## config.mk

```make
export PLATFORM = sky130hd
export DESIGN_NAME = fifo_wr_arbiter_flat
export DESIGN_NICKNAME = d
export VERILOG_FILES = /design/src/rtl/fifo_wr_arbiter_if.sv /design/src/rtl/fifo_wr_arbiter.sv /design/src/flat_wrapper.sv
export SDC_FILE = /design/constraint.sdc
export NUM_CORES = 1
export LEC_CHECK = 0
export BUFFER_PORTS_ARGS = -buffer_cell sky130_fd_sc_hd__buf_2
export CAP_MARGIN = 20
export CORE_AREA = 3 3 40 42
export DETAILED_ROUTE_END_ITERATION = 8
export DIE_AREA = 0 0 43 45
export PLACE_DENSITY = 0.62
export SLEW_MARGIN = 0
export SYNTH_ARGS = -nofsm -noshare
export SYNTH_HDL_FRONTEND = slang
export SYNTH_SLANG_ARGS = --single-unit
```

## constraint.sdc

```tcl
create_clock -name W_CLK -period 2.8 [get_ports W_CLK]
set_input_delay 0.84 -clock W_CLK [delete_from_list [all_inputs] [get_ports W_CLK]]
set_output_delay 0.84 -clock W_CLK [all_outputs]
set_load 0.02 [all_outputs]
```

## src/rtl/fifo_wr_arbiter_if.sv

```systemverilog
// Shared FIFO write-port bundle: requester valid/last/data/ready, FIFO full flag and write strobe/data,
// plus arbiter status. slave = arbiter side, master = requesters and FIFO controller.
interface fifo_wr_arbiter_if #(
  parameter int DATA_WIDTH = 8,
  parameter int NUM_REQ    = 2
);
  logic [NUM_REQ-1:0]            REQ_VALID;
  logic [NUM_REQ-1:0]            REQ_LAST;
  logic [NUM_REQ*DATA_WIDTH-1:0] REQ_DATA;
  logic [NUM_REQ-1:0]            REQ_READY;
  logic                          W_FULL;
  logic                          W_INC;
  logic [DATA_WIDTH-1:0]         WR_DATA;
  logic [NUM_REQ-1:0]            GRANT;
  logic                          BUSY;
  logic                          STALL;

  modport master (
    output REQ_VALID, REQ_LAST, REQ_DATA, W_FULL,
    input  REQ_READY, W_INC, WR_DATA, GRANT, BUSY, STALL
  );

  modport slave (
    input  REQ_VALID, REQ_LAST, REQ_DATA, W_FULL,
    output REQ_READY, W_INC, WR_DATA, GRANT, BUSY, STALL
  );
endinterface

```

## src/rtl/fifo_wr_arbiter.sv

```systemverilog
// Round-robin, packet-locked arbiter for the FIFO write port; optional full-stall timeout (FIFO_ARB_TIMEOUT_EN).
// Grant one cycle after valid in IDLE, then one word/cycle; W_FULL combinationally blocks W_INC and REQ_READY.
module fifo_wr_arbiter #(
  parameter int DATA_WIDTH = 8,
  parameter int NUM_REQ    = 2,
  parameter int TIMEOUT    = 255
) (
  input  logic             W_CLK,
  input  logic             W_RST,
  fifo_wr_arbiter_if.slave bus
);
  localparam int IW = (NUM_REQ > 2) ? 2 : 1;

  typedef enum logic {IDLE = 1'b0, XFER = 1'b1} state_t;

  state_t                state, state_nxt;
  logic [NUM_REQ-1:0]    grant, grant_nxt;
  logic [IW-1:0]         last_grant, last_grant_nxt;
  logic [IW-1:0]         g_idx;
  logic [IW-1:0]         idx;
  logic [NUM_REQ-1:0]    pick;
  logic [DATA_WIDTH-1:0] wr_dat;
  logic                  valid_g;
  logic                  last_g;
  logic                  w_inc;

  if (NUM_REQ < 2 || NUM_REQ > 4 || TIMEOUT < 1) begin : g_param_check
    $error("fifo_wr_arbiter: NUM_REQ must be 2..4 and TIMEOUT at least 1");
  end

  // Granted index and its data slice; grant is zero in IDLE, so WR_DATA idles at 0.
  always_comb begin
    g_idx  = '0;
    wr_dat = '0;
    for (int i = 0; i < NUM_REQ; i++) begin
      if (grant[i]) begin
        g_idx  = IW'(i);
        wr_dat = bus.REQ_DATA[i*DATA_WIDTH +: DATA_WIDTH];
      end
    end
  end

  // Nearest valid requester after last_grant wins; k = 1 is written last, so it has priority.
  always_comb begin
    pick = '0;
    idx  = '0;
    for (int k = NUM_REQ; k >= 1; k--) begin
      idx = IW'((int'(last_grant) + k) % NUM_REQ);
      if (bus.REQ_VALID[idx]) begin
        pick      = '0;
        pick[idx] = 1'b1;
      end
    end
  end

  assign valid_g = |(bus.REQ_VALID & grant);
  assign last_g  = |(bus.REQ_LAST & grant);
  assign w_inc   = valid_g & ~bus.W_FULL;

  assign bus.W_INC     = w_inc;
  assign bus.WR_DATA   = wr_dat;
  assign bus.REQ_READY = bus.W_FULL ? '0 : grant;
  assign bus.GRANT     = grant;
  assign bus.BUSY      = (state == XFER);

  always_comb begin
    state_nxt      = state;
    grant_nxt      = grant;
    last_grant_nxt = last_grant;
    case (state)
      IDLE: begin
        if (|bus.REQ_VALID) begin
          grant_nxt = pick;
          state_nxt = XFER;
        end
      end
      XFER: begin
        if (w_inc && last_g) begin
          grant_nxt      = '0;
          last_grant_nxt = g_idx;
          state_nxt      = IDLE;
        end
      end
      default: begin
        grant_nxt = '0;
        state_nxt = IDLE;
      end
    endcase
  end

  always_ff @(posedge W_CLK or posedge W_RST) begin
    if (W_RST) begin
      state      <= IDLE;
      grant      <= '0;
      last_grant <= IW'(NUM_REQ - 1);
    end else begin
      state      <= state_nxt;
      grant      <= grant_nxt;
      last_grant <= last_grant_nxt;
    end
  end

`ifdef FIFO_ARB_TIMEOUT_EN
  localparam int CW = $clog2(TIMEOUT + 1);

  logic [CW-1:0] stall_cnt, stall_cnt_nxt;
  logic          stall_q;

  // Counts consecutive blocked cycles of the current owner; an accepted beat implies !W_FULL and clears it.
  always_comb begin
    stall_cnt_nxt = '0;
    if (state == XFER && bus.W_FULL) begin
      stall_cnt_nxt = (stall_cnt == CW'(TIMEOUT)) ? stall_cnt : stall_cnt + 1'b1;
    end
  end

  always_ff @(posedge W_CLK or posedge W_RST) begin
    if (W_RST) begin
      stall_cnt <= '0;
      stall_q   <= 1'b0;
    end else begin
      stall_cnt <= stall_cnt_nxt;
      if (stall_cnt_nxt == CW'(TIMEOUT)) begin
        stall_q <= 1'b1;
      end
    end
  end

  assign bus.STALL = stall_q;
`else
  assign bus.STALL = 1'b0;
`endif

endmodule

```

## src/flat_wrapper.sv

```systemverilog
// flat-port wrapper written by rule: the top's interface ports become plain ports
module fifo_wr_arbiter_flat 
#(
  parameter int DATA_WIDTH = 8,
  parameter int NUM_REQ    = 2,
  parameter int TIMEOUT    = 255
)
  (W_CLK, W_RST, bus_REQ_VALID, bus_REQ_LAST, bus_REQ_DATA, bus_W_FULL, bus_REQ_READY, bus_W_INC, bus_WR_DATA, bus_GRANT, bus_BUSY, bus_STALL);
  fifo_wr_arbiter_if #(.DATA_WIDTH(DATA_WIDTH), .NUM_REQ(NUM_REQ)) bus_i ();
  input  logic W_CLK;
  input  logic W_RST;
  input wire logic [$bits(bus_i.REQ_VALID)-1:0] bus_REQ_VALID;
  input wire logic [$bits(bus_i.REQ_LAST)-1:0] bus_REQ_LAST;
  input wire logic [$bits(bus_i.REQ_DATA)-1:0] bus_REQ_DATA;
  input wire logic [$bits(bus_i.W_FULL)-1:0] bus_W_FULL;
  output wire logic [$bits(bus_i.REQ_READY)-1:0] bus_REQ_READY;
  output wire logic [$bits(bus_i.W_INC)-1:0] bus_W_INC;
  output wire logic [$bits(bus_i.WR_DATA)-1:0] bus_WR_DATA;
  output wire logic [$bits(bus_i.GRANT)-1:0] bus_GRANT;
  output wire logic [$bits(bus_i.BUSY)-1:0] bus_BUSY;
  output wire logic [$bits(bus_i.STALL)-1:0] bus_STALL;
  assign bus_i.REQ_VALID = bus_REQ_VALID;
  assign bus_i.REQ_LAST = bus_REQ_LAST;
  assign bus_i.REQ_DATA = bus_REQ_DATA;
  assign bus_i.W_FULL = bus_W_FULL;
  assign bus_REQ_READY = bus_i.REQ_READY;
  assign bus_W_INC = bus_i.W_INC;
  assign bus_WR_DATA = bus_i.WR_DATA;
  assign bus_GRANT = bus_i.GRANT;
  assign bus_BUSY = bus_i.BUSY;
  assign bus_STALL = bus_i.STALL;
  fifo_wr_arbiter #(.DATA_WIDTH(DATA_WIDTH), .NUM_REQ(NUM_REQ), .TIMEOUT(TIMEOUT)) u_core (.W_CLK(W_CLK), .W_RST(W_RST), .bus(bus_i));
endmodule
```

==> key figures <==
Placement
  • Routability cong.: 0.6593
  • Port buffer count: 36
  • Hpwl dp: 772.9 um

Synth
  • Syn Std Cell Area: 345.3 um^2
  • Synth Register Bits: 4
  • Synth top area share: 0.2174
  • Post-synthesis cell type count: 20
  • Ys flop type: dfrtp_1
  • Yosys warnings: 0
  • Commonest cells post-synth: 7 x a22o_1, 5 x nand2_1, 3 x dfrtp_1, 3 x nor2b_1
  • Synth Area per Inst: 8.855 um^2
  • Async set-or-reset flop fraction in the synthesized netlist: 1.000
  • Cells after Synth: 39
  • Top post-synthesis cells by area: dfrtp_1 22%, a22o_1 18%, dfstp_2 7.6%, nor4b_4 6.9%, nand2_1 5.4%
  • Post-synth EDFFs: 0
  • Syn nets: 62
  • Register area share after synthesis: 0.2935
  • Cell taking the most area after synthesis: dfrtp_1
  • Most common cell in the synthesized netlist: a22o_1

Layout
  • Area growth syn-to-layout: 60.87%
  • Multi-input gate area: 217.7 um^2
  • Layout cell share with drive strength beyond 1: 0.5789
  • Nets@finish: 100
  • Fill count: 129
  • Ant. Diodes: 0
  • Register Area: 101.3 um^2

Floorplan
  • Overall die height: 45 um
  • I/O Pins: 38
  • Die Span X: 43 um
  • FP Rows: 13
  • Starting Density: 0.2687
  • Core box area: 1285 um^2
  • Die area: 1935 um^2

Status
  • Status: finished clean

Detailed routing
  • Remaining DRCs: 0
  • Vias per Instance: 4.275
  • Via count: 389
  • Wirelength per Cell: 10.00 um
  • DRT iter0 DRCs: 0
  • Final wirelength: 910 um
  • Routed Antenna Nets: 0
  • First-pass DRT Iterations: 1

Pwr
  • Leak: 0.0003052 uW
  • Pwr Density: 949.9 nW/um^2
  • Worst IR Drop VDD: 0.2647 mV

Critical path
  • Required time worst endpoint: 1.96 ns
  • CP startpoint kind: flip-flop
  • Critical Path Fanout Max: 7
  • Critical path arrival: 1.47 ns
  • Worst setup EP type: output port
  • Crit Path Category: flip-flop to output port

STA
  • WHS: 0.4697 ns
  • Min Clock Period, post-route: 2.309 ns
  • F_max: 0.4332 GHz
  • Fin crit share: 0.8245
  • Clock Skew: 0.008214 ns
  • Max Slew Vio Count: 0
  • Final hold vios: 0
  • RSZ-0062 raised after global routing: false
  • Final TNS setup: 0 ns
  • Final setup violation count: 0

GRT
  • Met3 usage: 0.02390
  • Global routing usage on met2: 0.1317
  • Initial antenna violation count: 0
  • First-pass GRT wire length: 1276 um
  • Grt ovf: 0
  • Vias in the first global route: 323
  • Gr usage total: 0.09289
  • Met1 GRT Util: 0.1125
  • Gr busiest metal: met2
  • Largest net degree at the start of global routing: 16

Clock tree
  • Number of hold buffers added after CTS: 0
  • Clock Latency Late Sink: 0.24 ns
  • Root Driver: clkbuf_4
  • Setup bufs post-CTS: 0
  • CTS max path bufs: 2
  • H-Tree Depth: 1
  • # resized after CTS: 0
  • CTS Sinks: 4
  • CTS buffer count: 3
  • Clock slew seen by the registers of the worst setup and hold paths: 0.04 ns
  • CTS tree: done

Min path
  • Hold Path Class: input pin to asynchronous set/reset pin

Job
  • Max Cap Viol: 0
==> layer usage <==
metal	vias up	wire, um
met5	-	0
met4	0	0
met3	0	49
met2	11	500
met1	165	359
li1	213	-
==> sequential cells by signal, summed over array words and instances (netlist names) <==
name,count
u_core.bus.GRANT,2
u_core.bus.BUSY,1
u_core.last_grant,1
==> critical path, cell delays in order, from the launching register on <==
cell	delay, ns
dfrtp_1	0.44
nor2b_1	0.44
a22o_1	0.19
buf_2	0.16
==> area by class of cell <==
type | count | share of cell area
Multi-Input combinational cell | 30 | 0.3919
Inverter | 1 | 0.006757
Clock buffer | 4 | 0.04730
Sequential cell | 4 | 0.1824
Tap cell | 15 | 0.03378
Timing Repair Buffer | 37 | 0.3378
==> cell families after synthesis <==
family	synth area share
AO/OA/AOI/OAI	0.3007
buffers and inverters	0.07607
flip-flops	0.2935
multiplexers	0.04347
other	0.01086
AND/OR/NAND/NOR	0.2754
==> stage by stage <==
stage	worst slack (ns)	instances	total power (uW)	instance area (um^2)	util
after CTS	0.4464	91	538.4	555.5	0.4323
final	0.4913	91	527.7	555.5	0.4323
after floorplan	0.6002	39	356.4	345.3	-
after global routing	0.3653	91	571.6	555.5	0.4323
after global placement	0.5355	87	458.0	529.3	0.4119
after detailed placement	0.5295	87	457.6	529.3	0.4119
==> final timing paths <==
| path | start | endpoint | slack [ns] | cells past startpoint |
|---|---|---|---|---|
| max in group asynchronous | W_RST | u_core.last_grant$_DFFE_PP1P_ | 2.10 | 2 |
| worst max register to register | u_core.bus.GRANT[1]$_DFFE_PP0P_ | u_core.last_grant$_DFFE_PP1P_ | 1.40 | 4 |
| worst min register to register | u_core.last_grant$_DFFE_PP1P_ | u_core.bus.GRANT[1]$_DFFE_PP0P_ | 0.59 | 3 |
| min in group W_CLK | u_core.last_grant$_DFFE_PP1P_ | u_core.bus.GRANT[1]$_DFFE_PP0P_ | 0.59 | 3 |
| worst min-delay path | W_RST | u_core.bus.GRANT[1]$_DFFE_PP0P_ | 0.47 | 2 |
| worst max-delay path | u_core.bus.GRANT[0]$_DFFE_PP0P_ | bus_WR_DATA[7] | 0.49 | 3 |
==> cells in the final DEF (no fill, tap or decap), drive strengths merged <==
master and instances:
a22oi 2, nor2b 3, nand2 5, nor4b 1, a22o 7, o21ai 3
conb 1, dfstp 1, mux2 1, o21bai 1, buf 37, dfrtp 3
nor2 2, inv 1, clkbuf 4, nand3b 2, nor3 1, nand2b 1
==> where the power goes <==
| part | internal [uW] | total (uW) | leakage (uW) | switching (uW) |
|---|---|---|---|---|
| Combinational | 142 | 341 | 0.000245 | 199 |
| Clock | 53.4 | 76.5 | 0.0000150 | 23.1 |
| Sequential | 86.3 | 110 | 0.0000452 | 23.9 |
| Total | 282 | 528 | 0.000305 | 246 |
No activity file was read; power rests on OpenSTA's default activity.
